### src/rtl/ldm_stm_pkg.sv
// ldm_stm_pkg
//   Shared types and helpers for the LDM/STM block-transfer sequencer.
//   - state_e     : sequencer FSM states
//   - PU_*        : {P,U} addressing-mode encodings
//   - R15         : register index of the PC
//   - popcount16  : number of registers in a 16-bit register list
package ldm_stm_pkg;

  typedef enum logic [2:0] {
    ST_IDLE,
    ST_SETUP,
    ST_XFER,
    ST_BEAT,
    ST_WB,
    ST_DONE
  } state_e;

  localparam logic [1:0] PU_DA = 2'b00;
  localparam logic [1:0] PU_IA = 2'b01;
  localparam logic [1:0] PU_DB = 2'b10;
  localparam logic [1:0] PU_IB = 2'b11;

  localparam logic [3:0] R15 = 4'd15;

  function automatic logic [4:0] popcount16(input logic [15:0] v);
    logic [4:0] c;
    c = '0;
    for (int i = 0; i < 16; i++) begin
      c = c + 5'(v[i]);
    end
    return c;
  endfunction

endpackage

### src/rtl/lowest_set_bit_encoder.sv
// lowest_set_bit_encoder
//   Combinational priority encoder returning the lowest set bit of a
//   16-bit register list.
//   Ports:
//     bits  in  16  register list
//     index out 4   number of the lowest set bit (0 when bits == 0)
//     valid out 1   at least one bit set
module lowest_set_bit_encoder (
  input  logic [15:0] bits,
  output logic [3:0]  index,
  output logic        valid
);

  // Scan downwards so the last hit (lowest index) wins.
  always_comb begin
    index = '0;
    for (int i = 15; i >= 0; i--) begin
      if (bits[i]) index = 4'(i);
    end
  end

  assign valid = |bits;

endmodule

### src/rtl/ldm_stm_sequencer.sv
// ldm_stm_sequencer
//   Multi-cycle sequencer for ARMv4 LDM/STM block transfers. Walks the
//   register list lowest register first at ascending addresses, moving one
//   word per req/ack memory beat, then optionally writes back the base.
//   Optional feature (macro LDM_STM_ALIGN_CHECK_EN): an unaligned base
//   aborts the transfer in SETUP and raises ALIGN_FAULT together with DONE.
//   Ports:
//     CLK, RST                 clock, async active-high reset
//     START, IS_LOAD, PU_MODE,
//     WRT_BACK, BASE_REG,
//     BASE_ADDR, REG_LIST      instruction operands, sampled on START in IDLE
//     RF_ADDRS_RM / RF_RM_DATA register-file read port (STM source)
//     RF_ADDRS_RD / RF_WRT_DATA
//     / RF_WRT_ENA             register-file write port (LDM, writeback)
//     MEM_REQ, MEM_WRT_ENA,
//     MEM_ADDR, MEM_WRT_DATA,
//     MEM_RD_DATA, MEM_ACK     data memory port
//     BUSY, DONE, PC_LOADED    status to control
//     ALIGN_FAULT              only with LDM_STM_ALIGN_CHECK_EN
module ldm_stm_sequencer
  import ldm_stm_pkg::*;
#(
  parameter int WIDTH = 32,
  parameter int STEP  = 4
) (
  input  logic             CLK,
  input  logic             RST,
  input  logic             START,
  input  logic             IS_LOAD,
  input  logic [1:0]       PU_MODE,
  input  logic             WRT_BACK,
  input  logic [3:0]       BASE_REG,
  input  logic [WIDTH-1:0] BASE_ADDR,
  input  logic [15:0]      REG_LIST,
  output logic [3:0]       RF_ADDRS_RM,
  input  logic [WIDTH-1:0] RF_RM_DATA,
  output logic [3:0]       RF_ADDRS_RD,
  output logic [WIDTH-1:0] RF_WRT_DATA,
  output logic             RF_WRT_ENA,
  output logic             MEM_REQ,
  output logic             MEM_WRT_ENA,
  output logic [WIDTH-1:0] MEM_ADDR,
  output logic [WIDTH-1:0] MEM_WRT_DATA,
  input  logic [WIDTH-1:0] MEM_RD_DATA,
  input  logic             MEM_ACK,
  output logic             BUSY,
  output logic             DONE,
`ifdef LDM_STM_ALIGN_CHECK_EN
  output logic             ALIGN_FAULT,
`endif
  output logic             PC_LOADED
);

  localparam logic [WIDTH-1:0] STEP_W = WIDTH'(STEP);

  state_e           state;
  logic             is_load_q;
  logic             wrt_back_q;
  logic [1:0]       pu_q;
  logic [3:0]       base_reg_q;
  logic [WIDTH-1:0] base_q;
  logic [15:0]      list_q;
  logic [15:0]      work_q;     // registers still to transfer

  logic [3:0]       cur;
  logic             cur_valid;
  logic [WIDTH-1:0] span;       // STEP * number of registers
  logic [WIDTH-1:0] start_addr;
  logic [WIDTH-1:0] wb_data;
  logic             wb_en;

  lowest_set_bit_encoder u_lsb (
    .bits  (work_q),
    .index (cur),
    .valid (cur_valid)
  );

  always_comb begin
    span = STEP_W * WIDTH'(popcount16(list_q));
    case (pu_q)
      PU_IB:   start_addr = base_q + STEP_W;
      PU_DA:   start_addr = base_q - span + STEP_W;
      PU_DB:   start_addr = base_q - span;
      default: start_addr = base_q;
    endcase
    wb_data = pu_q[0] ? base_q + span : base_q - span;
    // A loaded base register keeps the loaded value.
    wb_en   = wrt_back_q && !(is_load_q && list_q[base_reg_q]);
  end

  // Store data comes straight from the combinational RF read of RF_ADDRS_RM.
  assign MEM_WRT_DATA = MEM_WRT_ENA ? RF_RM_DATA : '0;

  always_ff @(posedge CLK or posedge RST) begin
    if (RST) begin
      state       <= ST_IDLE;
      is_load_q   <= 1'b0;
      wrt_back_q  <= 1'b0;
      pu_q        <= '0;
      base_reg_q  <= '0;
      base_q      <= '0;
      list_q      <= '0;
      work_q      <= '0;
      RF_ADDRS_RM <= '0;
      RF_ADDRS_RD <= '0;
      RF_WRT_DATA <= '0;
      RF_WRT_ENA  <= 1'b0;
      MEM_REQ     <= 1'b0;
      MEM_WRT_ENA <= 1'b0;
      MEM_ADDR    <= '0;
      BUSY        <= 1'b0;
      DONE        <= 1'b0;
      PC_LOADED   <= 1'b0;
`ifdef LDM_STM_ALIGN_CHECK_EN
      ALIGN_FAULT <= 1'b0;
`endif
    end else begin
      // Single-cycle strobes
      RF_WRT_ENA <= 1'b0;
      DONE       <= 1'b0;
      PC_LOADED  <= 1'b0;
`ifdef LDM_STM_ALIGN_CHECK_EN
      ALIGN_FAULT <= 1'b0;
`endif
      case (state)
        ST_IDLE: begin
          if (START) begin
            is_load_q  <= IS_LOAD;
            wrt_back_q <= WRT_BACK;
            pu_q       <= PU_MODE;
            base_reg_q <= BASE_REG;
            base_q     <= BASE_ADDR;
            list_q     <= REG_LIST;
            work_q     <= REG_LIST;
            BUSY       <= 1'b1;
            state      <= ST_SETUP;
          end
        end
        ST_SETUP: begin
`ifdef LDM_STM_ALIGN_CHECK_EN
          if (base_q[1:0] != 2'b00) begin
            ALIGN_FAULT <= 1'b1;
            DONE        <= 1'b1;
            state       <= ST_DONE;
          end else
`endif
          if (cur_valid) begin
            MEM_REQ     <= 1'b1;
            MEM_WRT_ENA <= !is_load_q;
            MEM_ADDR    <= start_addr;
            RF_ADDRS_RM <= cur;
            state       <= ST_XFER;
          end else begin
            RF_WRT_ENA  <= wb_en;
            RF_ADDRS_RD <= base_reg_q;
            RF_WRT_DATA <= wb_data;
            state       <= ST_WB;
          end
        end
        ST_XFER: begin
          // Outputs hold until the beat is acknowledged.
          if (MEM_ACK) begin
            work_q      <= work_q & ~(16'd1 << cur);
            MEM_ADDR    <= MEM_ADDR + STEP_W;
            MEM_REQ     <= 1'b0;
            MEM_WRT_ENA <= 1'b0;
            RF_WRT_ENA  <= is_load_q;
            RF_ADDRS_RD <= RF_ADDRS_RM;
            RF_WRT_DATA <= MEM_RD_DATA;
            state       <= ST_BEAT;
          end
        end
        ST_BEAT: begin
          if (cur_valid) begin
            MEM_REQ     <= 1'b1;
            MEM_WRT_ENA <= !is_load_q;
            RF_ADDRS_RM <= cur;
            state       <= ST_XFER;
          end else begin
            RF_WRT_ENA  <= wb_en;
            RF_ADDRS_RD <= base_reg_q;
            RF_WRT_DATA <= wb_data;
            state       <= ST_WB;
          end
        end
        ST_WB: begin
          DONE      <= 1'b1;
          PC_LOADED <= is_load_q && list_q[R15];
          state     <= ST_DONE;
        end
        ST_DONE: begin
          BUSY  <= 1'b0;
          state <= ST_IDLE;
        end
        default: state <= ST_IDLE;
      endcase
    end
  end

endmodule

### config.mk
export PLATFORM = sky130hd
export DESIGN_NAME = ldm_stm_sequencer
export DESIGN_NICKNAME = d
export VERILOG_FILES = /design/src/rtl/ldm_stm_pkg.sv /design/src/rtl/lowest_set_bit_encoder.sv /design/src/rtl/ldm_stm_sequencer.sv
export SDC_FILE = /design/constraint.sdc
export NUM_CORES = 1
export LEC_CHECK = 0
export CAP_MARGIN = 30
export CORE_AREA = 5 5 132 197
export DETAILED_ROUTE_END_ITERATION = 8
export DIE_AREA = 0 0 137 202
export HOLD_SLACK_MARGIN = 0.02
export PLACE_DENSITY = 0.76
export SLEW_MARGIN = 30
export SYNTH_ARGS = -nofsm -noshare
export SYNTH_HDL_FRONTEND = slang
export SYNTH_SLANG_ARGS = --single-unit
### constraint.sdc
create_clock -name CLK -period 5.9 [get_ports CLK]
set_input_delay 1.18 -clock CLK [delete_from_list [all_inputs] [get_ports CLK]]
set_output_delay 1.18 -clock CLK [all_outputs]
set_load 0.005 [all_outputs]
# Yosys cells after proc, flatten, opt, wreduce, memory -nomap -nowiden
# Cells that the tools add are included.
[word_totals]
ff_bits = 153
inputBits = 124
out_inout_bits = 110
word_cells = 124
[op_classes]
addsub = 20
magnitude_cmp = 1
n_eq_ne = 12
shifts = 1
n_mux = 49
bitwise_logic = 2
reduce_logical = 21
[op_table]
columns = ["cell", "n"]
rows = [
  ["$mux 32", 6],
  ["$pmux 32 s2", 2],
  ["$add 32x3->32 const B", 3],
  ["$pmux 32 s3", 1],
  ["$mux 4", 18],
  ["$add 5x1->5", 11],
  ["$add 32x7->32", 1],
  ["$mux 16", 2],
  ["$pmux 16 s2", 1],
  ["$sub 32x7->32", 1],
  ["$and 16x16->16", 1],
  ["$not 16->16", 1],
  ["$reduce_or 16->1", 1],
  ["$shl 1x4->16 const A", 1],
  ["$pmux 3 s4", 1],
  ["$reduce_and 3->1", 4],
  ["$mux 1", 9],
  ["$mux 3", 3],
  ["$ne 2x2->1 const B", 4],
  ["$pmux 1 s2", 4],
  ["$pmux 4 s2", 1],
  ["$reduce_and 2->1", 4],
  ["$reduce_bool 2->1", 4],
  ["$eq 3x2->1 const B", 2],
  ["other kinds (15)", 20],
]

# Depth between registers and ports, before layout
# Gate-level depths: netlist (run 1).
[logic_depth]
depth_word = 21
mapped_depth = 25
ltp_nobuf = 24

# Hierarchy
# From an unflattened synthesis (run 1), not the netlist that was laid out.
[hier_totals]
hier_cells = 1456
area_unflattened_um2 = 11314.6
[modules_own_cells]
columns = ["module", "instances", "cells_each", "area_per_inst_um2", "seq_area_each_um2"]
rows = [
  ["ldm_stm_sequencer", 1, 1422, 11138.2, 3828.7],
  ["lowest_set_bit_encoder", 1, 34, 176.4, 0.0],
]

# Worst setup path before layout (run 1)
# No wires, ideal clock.
[synth_path]
path_type = "reg2reg"
from = "register list_q[0]"
to = "register MEM_ADDR[31]"
setup_time_ns = 0.125
arrival_time_ns = 6.391
required_time_ns = 5.775
slack_ns = -0.616
path_stages_with_launch = 23
n_path_buf = 1
synth_period_minus_slack_ns = 6.516
cell_sequence = "dfrtp_1 inv_1 fa_1 fa_1 fa_1 fa_1 inv_1 ha_1 fa_1 a21o_1 and2_1 ha_1 or4_1 and2_1 clkbuf_1 a31o_2 a2111oi_0 o211ai_1 a2111oi_0 nand3b_1 xor2_1 mux2i_1 o21ai_1"
[synth_via]
elab_chain_len = 20
[synth_lines]
columns = ["item", "line", "text"]
rows = [
  ["from (decl)", "ldm_stm_sequencer.sv:62", "logic [15:0] list_q;"],
  ["from (signal assigned)", "ldm_stm_sequencer.sv:102", "list_q <= '0;"],
  ["from (signal assigned)", "ldm_stm_sequencer.sv:133", "list_q <= REG_LIST;"],
  ["$add 1x1->2 *", "ldm_stm_pkg.sv:29", "c = c + 5'(v[i]);"],
  ["$add 2x1->3 *", "ldm_stm_pkg.sv:29", ""],
  ["$add 3x1->4 *", "ldm_stm_pkg.sv:29", ""],
  ["$add 4x1->5 *", "ldm_stm_pkg.sv:29", ""],
  ["$add 5x1->5 * (11 in a row)", "ldm_stm_pkg.sv:29", ""],
  ["$sub 32x7->32 *", "ldm_stm_sequencer.sv:82, ldm_stm_sequencer.sv:83", ""],
  ["$add 32x3->32", "ldm_stm_sequencer.sv:82", "PU_DA: start_addr = base_q - span + STEP_W;"],
  ["$pmux 32 s3 *", "ldm_stm_sequencer.sv:80", "case (pu_q)"],
  ["$mux 32 *", "ldm_stm_sequencer.sv:147", "if (cur_valid) begin"],
  ["$pmux 32 s2 *", "ldm_stm_sequencer.sv:125", "case (state)"],
  ["to (signal assigned)", "ldm_stm_sequencer.sv:150", "MEM_ADDR <= start_addr;"],
  ["to (signal assigned)", "ldm_stm_sequencer.sv:164", "MEM_ADDR <= MEM_ADDR + STEP_W;"],
  ["to (decl)", "ldm_stm_sequencer.sv:42", "output logic [WIDTH-1:0] MEM_ADDR,"],
]
# Mark *: on every way between the ends. The rest lies on a longest branch, timed or not. The select of a mux whose other input is x is not followed.
# A chain may end at the register's enable or synchronous reset.

# Worst setup path after layout (run 1)
[layout_path]
from = "register list_q[7]"
to = "register MEM_ADDR[22]"
[layout_via]
elab_chain_len = 14
[layout_lines]
columns = ["item", "line"]
rows = [
  ["$add 5x1->5 * (9 in a row)", "ldm_stm_pkg.sv:29"],
  ["$sub 32x7->32 *", "ldm_stm_sequencer.sv:82, ldm_stm_sequencer.sv:83"],
  ["$add 32x3->32", "ldm_stm_sequencer.sv:82"],
  ["$pmux 32 s3 *", "ldm_stm_sequencer.sv:80"],
  ["$mux 32 *", "ldm_stm_sequencer.sv:147"],
  ["$pmux 32 s2 *", "ldm_stm_sequencer.sv:125"],
]
# Marked as above.

==> results.cfg, run 1 <==
[run_status]
status = finished with violations
failed_checks = setup timing

[routing]
viasPerCell = 5.85
routedWlPerCell_um = 20.6
vias = 12100
first_pass_iters = 5
drt_iter0_drc = 1008
drt-total-wl_mm = 42.6
drtAntennaViolNets = 0
drc = 0

[critical_path]
endpoint = MEM_ADDR[22]$_DFFE_PP0P_
reg2reg_depth = 22
timing.critical_path.from = list_q[7]$_DFFE_PP0P_
crit_path_end_kind = flip-flop
startpoint_type = flip-flop
critPathKind = flip-flop to flip-flop
path_max_fanout = 4
ff2ff_setup_slack_ns = -0.48
r2r_start = list_q[7]$_DFFE_PP0P_
cp.required_ns = 6.23
regToRegEndpoint = MEM_ADDR[22]$_DFFE_PP0P_
crit_arrival_ns = 6.71

[floorplan]
io_pins = 234
start_util = 0.461
die_area_um2 = 27700
core_um2 = 24100
row_count = 70
die_w_um = 137
die_h_um = 202

[flow_run]
max_cap_viol_count = 0

[placement]
post-place-ws_ns = -0.577
dp_cells = 2014
place_congestion = 0.968
dp_hpwl_mm = 32.0
portBuffers = 233

[synthesis]
ys_warn_count = 0
synth_area_um2 = 11100
synth_ff_type = dfrtp_1
synth_edf_count = 0
synth.avg_cell_area_um2 = 7.73
synth_cells = 1437
syn-num-nets = 1594
synth_seq_cells = 153
ys_seq_area_frac = 0.345
synthArstFlopShare = 1.00
yosysUniqueCellTypes = 80

[timing]
timing.final.crit_share = 1.08
timing.setup.tns_ns = -7.58
finalSetupViolations = 22
skew_ns = 0.0146
tightest_slew_ns = 0.899
finalHoldViolCount = 0
fmax_mhz = 157
fin_ws_ns = -0.482
maxSlewViolCount = 0
rsz0062_at_grt = true
relSlewSlack = 0.399
min_period_ns = 6.38

[global_route]
antenna_found_initial = 0
grt_max_degree = 87
grtUsageTotal = 0.305
grt_pass1_vias = 11900
grt_pass1_wl_mm = 65.7
grt_overflow = 0

[min_path]
hp-class = flip-flop to flip-flop

[finish]
fin_util = 0.651
fillCellCount = 2045
register_area_um2 = 3830
drive_above_1_share = 0.155
nets = 1887
diodes = 0
fin_cells = 2067
syn_to_final_growth_pct = 41.2
multi_input_area_um2 = 7230

[clock_tree]
clock_latency_ns = 0.44
cts_tree = done
clock_path_buffers = 2
clk_pin_slew_ns = 0.07
cts_buffers = 17
ctsHoldBuffers = 0
cts-root-buf = clkbuf_16
cts.sinks = 153
htree_levels = 4
-- registers in the layout, summed over array words and instances (netlist names) --
| register | flops |
|---|---|
| PC_LOADED | 1 |
| wrt_back_q | 1 |
| base_reg_q | 4 |
| RF_WRT_ENA | 1 |
| state | 3 |
| base_q | 32 |
| RF_ADDRS_RM | 4 |
| RF_WRT_DATA | 32 |
| MEM_WRT_ENA | 1 |
| work_q | 16 |
| is_load_q | 1 |
| RF_ADDRS_RD | 4 |
| pu_q | 2 |
| BUSY | 1 |
| DONE | 1 |
| list_q | 16 |
| MEM_REQ | 1 |
| MEM_ADDR | 32 |
-- cells by family (layout without fill, tap and decap cells) --
logic type / Yosys count / in the layout / share of synthesized area
simple gates: 655 / 655 / 0.278
compound gates: 361 / 361 / 0.204
flops: 153 / 153 / 0.345
buf+inv: 146 / 452 / 0.0511
xor+xnor: 73 / 73 / 0.0576
fa+ha+maj: 33 / 33 / 0.0453
mux: 16 / 16 / 0.0202
-- final cells by class --
class | count | area share
clock inverters | 10 | 0.00886
well taps | 324 | 0.0259
repair buffers | 367 | 0.218
clock buffers | 22 | 0.0296
inverters | 53 | 0.0130
flip-flops and latches | 153 | 0.244
multi-input cells | 1138 | 0.461
-- synthesized netlist by cell type (16+ instances only) --
cell type / count / area, µm²
nand3_1: 37 / 185
ha_1: 21 / 263
nor2_1: 122 / 458
and2_1: 41 / 257
nand2_1: 283 / 1060
or3_1: 16 / 100
o21ai_0: 97 / 485
nand4_1: 22 / 138
and3_1: 18 / 113
dfrtp_1: 153 / 3830
o22ai_1: 19 / 119
xor2_1: 28 / 245
inv_1: 51 / 191
a21oi_1: 95 / 475
xnor2_1: 45 / 394
clkbuf_1: 75 / 282
a211oi_1: 16 / 120
a31oi_1: 28 / 175
nor4_1: 21 / 131
nor3_1: 34 / 170
-- metrics by stage --
step           area (µm²)  hold slack (ns)
5_1_grt             15700            0.500
4_1_cts             15400            0.478
2_1_floorplan       11200            0.446
6_report            15700            0.476
3_5_place_dp        14500            0.463
3_3_place_gp        14500            0.462
-- how the worst min path moves through the flow --
stage | cells past startpoint | end | from | slack [ns]
2_1_floorplan | 2 | wrt_back_q$_DFFE_PP0P_ | wrt_back_q$_DFFE_PP0P_ | 0.45
3_3_place_gp | 2 | MEM_REQ$_DFFE_PP0P_ | MEM_REQ$_DFFE_PP0P_ | 0.46
3_5_place_dp | 2 | MEM_REQ$_DFFE_PP0P_ | MEM_REQ$_DFFE_PP0P_ | 0.46
4_1_cts | 2 | MEM_REQ$_DFFE_PP0P_ | MEM_REQ$_DFFE_PP0P_ | 0.48
5_1_grt | 2 | MEM_REQ$_DFFE_PP0P_ | MEM_REQ$_DFFE_PP0P_ | 0.50
6_report | 2 | MEM_REQ$_DFFE_PP0P_ | MEM_REQ$_DFFE_PP0P_ | 0.48
-- worst max-delay path, cell delays in order, from the launching register on --
cell and delay [ns]:
dfrtp_1 0.37, inv_2 0.06, fa_1 0.51, fa_1 0.54, fa_1 0.43, fa_1 0.51
inv_2 0.05, ha_4 0.16, fa_2 0.60, ha_4 0.21, or2_4 0.26, a2111oi_4 0.40
clkbuf_16 0.22, o21ai_4 0.05, a222oi_1 0.36, buf_4 0.19, buf_12 0.10, nand4b_4 0.14
or4_4 0.60, buf_4 0.16, xnor2_2 0.12, a211oi_2 0.19, nor2_1 0.06
-- timing repair --
item,CTS,global route
setup endpoints to repair,26,35
gates resized for setup,61,43
buffers inserted,12,13
pin swaps,50,41
-- cells in the final DEF, fill, tap and decap left out, types with 18 or more instances in the layout --
master and n:
nand2_1 280, clkdlybuf4s50_1 233, dfrtp_1 153, buf_4 123, nor2_1 114, a21oi_1 91, o21ai_0 85, inv_1 43
and2_1 39, xnor2_1 38, nand3_1 35, nor3_1 32, a31oi_1 28, xor2_1 27, nand4_1 22, nor4_1 18
o22ai_1 18, clkbuf_16 18
-- per-layer routing --
| metal | track usage | share of wire | routed length, µm |
|---|---|---|---|
| met3 | 0.0555 | 0.062 | 2640 |
| met1 | 0.350 | 0.36 | 15400 |
| met4 | 0.185 | 0.066 | 2790 |
| met2 | 0.518 | 0.51 | 21700 |
| met5 | 0 | 0 | 0 |
Power of run 1 is not shown: default switching activity piles up to over one toggle a cycle in this logic, so the estimate is an artifact.
==> inputs of run 2 (changes only) <==
--- a/config.mk
+++ b/config.mk
@@ -6,11 +6,11 @@
 export NUM_CORES = 1
 export LEC_CHECK = 0
 export CAP_MARGIN = 30
-export CORE_AREA = 5 5 132 197
+export CORE_AREA = 5 5 125 186
 export DETAILED_ROUTE_END_ITERATION = 8
-export DIE_AREA = 0 0 137 202
+export DIE_AREA = 0 0 130 191
 export HOLD_SLACK_MARGIN = 0.02
-export PLACE_DENSITY = 0.76
+export PLACE_DENSITY = 0.81
 export SLEW_MARGIN = 30
 export SYNTH_ARGS = -nofsm -noshare
 export SYNTH_HDL_FRONTEND = slang
==> constraint.sdc (replaced) <==
create_clock -name CLK -period 6.9 [get_ports CLK]
set_input_delay 1.38 -clock CLK [delete_from_list [all_inputs] [get_ports CLK]]
set_output_delay 1.38 -clock CLK [all_outputs]
set_load 0.005 [all_outputs]
==> results.cfg, run 2 (same netlist as run 1, synthesis figures left out) <==
[critical_path]
crit_path_end_kind = flip-flop
cp.required_ns = 7.29
critPathKind = flip-flop to flip-flop
ff2ff_setup_slack_ns = 0.30
crit_arrival_ns = 7.00
endpoint = MEM_ADDR[24]$_DFFE_PP0P_
startpoint_type = flip-flop
timing.critical_path.from = list_q[3]$_DFFE_PP0P_
path_max_fanout = 9
regToRegEndpoint = MEM_ADDR[24]$_DFFE_PP0P_
reg2reg_depth = 23
r2r_start = list_q[3]$_DFFE_PP0P_

[clock_tree]
clock_path_buffers = 2
htree_levels = 4
clock_latency_ns = 0.45
cts.sinks = 153
clk_pin_slew_ns = 0.08
cts-root-buf = clkbuf_16
cts_buffers = 17
cts_tree = done

[global_route]
grt_pass1_vias = 11200
grt_overflow = 0
grtUsageTotal = 0.321
grt_pass1_wl_mm = 61.7
antenna_found_initial = 0
grt_max_degree = 91

[timing]
timing.setup.tns_ns = 0
rsz0062_at_grt = false
maxSlewViolCount = 0
fin_ws_ns = 0.295
min_period_ns = 6.60
finalSetupViolations = 0
timing.final.crit_share = 0.957
finalHoldViolCount = 0
tightest_slew_ns = 0.818
fmax_mhz = 151
relSlewSlack = 0.450
skew_ns = 0.0165

[floorplan]
row_count = 66
die_area_um2 = 24800
io_pins = 234
start_util = 0.517
die_w_um = 130
die_h_um = 191
core_um2 = 21500

[finish]
syn_to_final_growth_pct = 29.3
layout_commonest_cell = nand2_1
top_regs = MEM_ADDR: 32 flops, RF_WRT_DATA: 32 flops, base_q: 32 flops
nets = 1788
drive_above_1_share = 0.0651
diodes = 0
final_cell_area_um2 = 14400
final_cell_mix = nand2_1, clkdlybuf4s50_1, dfrtp_1, nor2_1, o21ai_0

[placement]
post-place-ws_ns = 0.167
portBuffers = 233
place_congestion = 1.03
dp_hpwl_mm = 30.1
placed_cell_area_um2 = 13700

[routing]
drtAntennaViolNets = 0
viasPerCell = 6.14
first_pass_iters = 5
vias = 11800
drc = 0
drt-total-wl_mm = 40.0
drt_iter0_drc = 1164
routedWlPerCell_um = 20.9

[min_path]
hp-class = flip-flop to flip-flop

[flow_run]
max_cap_viol_count = 0

[run_status]
status = finished clean
[run 2: cell types whose count changed in the layout (fill, tap and decap cells not counted), moves of 7 or more]
cell | before | now
buf_4 | 123 | 34
buf_6 | 8 | 0
inv_1 | 43 | 50
inv_2 | 7 | 0
o21ai_0 | 85 | 97
o21ai_1 | 11 | 3
xnor2_1 | 38 | 45
xnor2_2 | 7 | 0
[run 2: metrics by stage]
stage | utilization | cells | hold slack [ns]
detailed placement | 0.637 | 1881 | 0.470
finish | 0.669 | 1916 | 0.482
CTS | 0.665 | 1913 | 0.485
floorplan | - | 1437 | 0.446
global route | 0.669 | 1916 | 0.517
global placement | 0.637 | 1881 | 0.461
[run 2: per-layer routing]
| metal | GRT usage | wire length, µm | vias up |
|---|---|---|---|
| met4 | 0.186 | 2310 | 0 |
| met2 | 0.544 | 20200 | 613 |
| li1 | - | - | 5456 |
| met5 | 0 | 0 | - |
| met3 | 0.0481 | 2800 | 122 |
| met1 | 0.382 | 14700 | 5569 |
[run 2: final cells by class]
class / instances / area, µm²
Clock buffer: 18 / 439
Clock inverter: 14 / 164
Timing Repair Buffer: 267 / 2590
Multi-Input combinational cell: 1139 / 6790
Sequential cell: 153 / 3830
Inverter: 53 / 204
Tap cell: 272 / 340
Fill cell: 1804 / 7110
[run 2: how the worst min path moves through the flow]
stage | depth (start not counted) | endpoint | slack (ns) | from
after CTS | 2 | RF_WRT_DATA[9]$_DFFE_PP0P_ | 0.49 | RF_WRT_DATA[9]$_DFFE_PP0P_
after global placement | 2 | MEM_REQ$_DFFE_PP0P_ | 0.46 | MEM_REQ$_DFFE_PP0P_
after detailed placement | 2 | MEM_ADDR[0]$_DFFE_PP0P_ | 0.47 | MEM_ADDR[0]$_DFFE_PP0P_
final | 2 | MEM_ADDR[0]$_DFFE_PP0P_ | 0.48 | MEM_ADDR[0]$_DFFE_PP0P_
after floorplan | 2 | wrt_back_q$_DFFE_PP0P_ | 0.45 | wrt_back_q$_DFFE_PP0P_
after global routing | 2 | MEM_ADDR[1]$_DFFE_PP0P_ | 0.52 | MEM_ADDR[1]$_DFFE_PP0P_
[run 2: worst max-delay path, stage by stage (launching register included)]
cell	delay, ns
dfrtp_1	0.35
inv_1	0.08
fa_1	0.52
fa_1	0.54
fa_1	0.43
fa_1	0.49
inv_1	0.04
ha_1	0.20
fa_2	0.36
a21o_1	0.16
and2_1	0.18
ha_1	0.31
buf_4	0.16
or2b_2	0.16
nand2_2	0.11
or4b_2	0.64
a222oi_1	0.24
buf_4	0.20
nand4b_4	0.15
or4_4	0.61
nor3b_2	0.22
xnor2_1	0.15
a21oi_1	0.10
nor2_1	0.13
[run 2: repair_timing]
item                                    in CTS  in global routing
setup buffers                                0                  2
gates resized for setup                      0                  9
endpoints found under the setup margin       0                 13
hold buffers                                 0                  0
Power of run 2 is left out for the same reason.
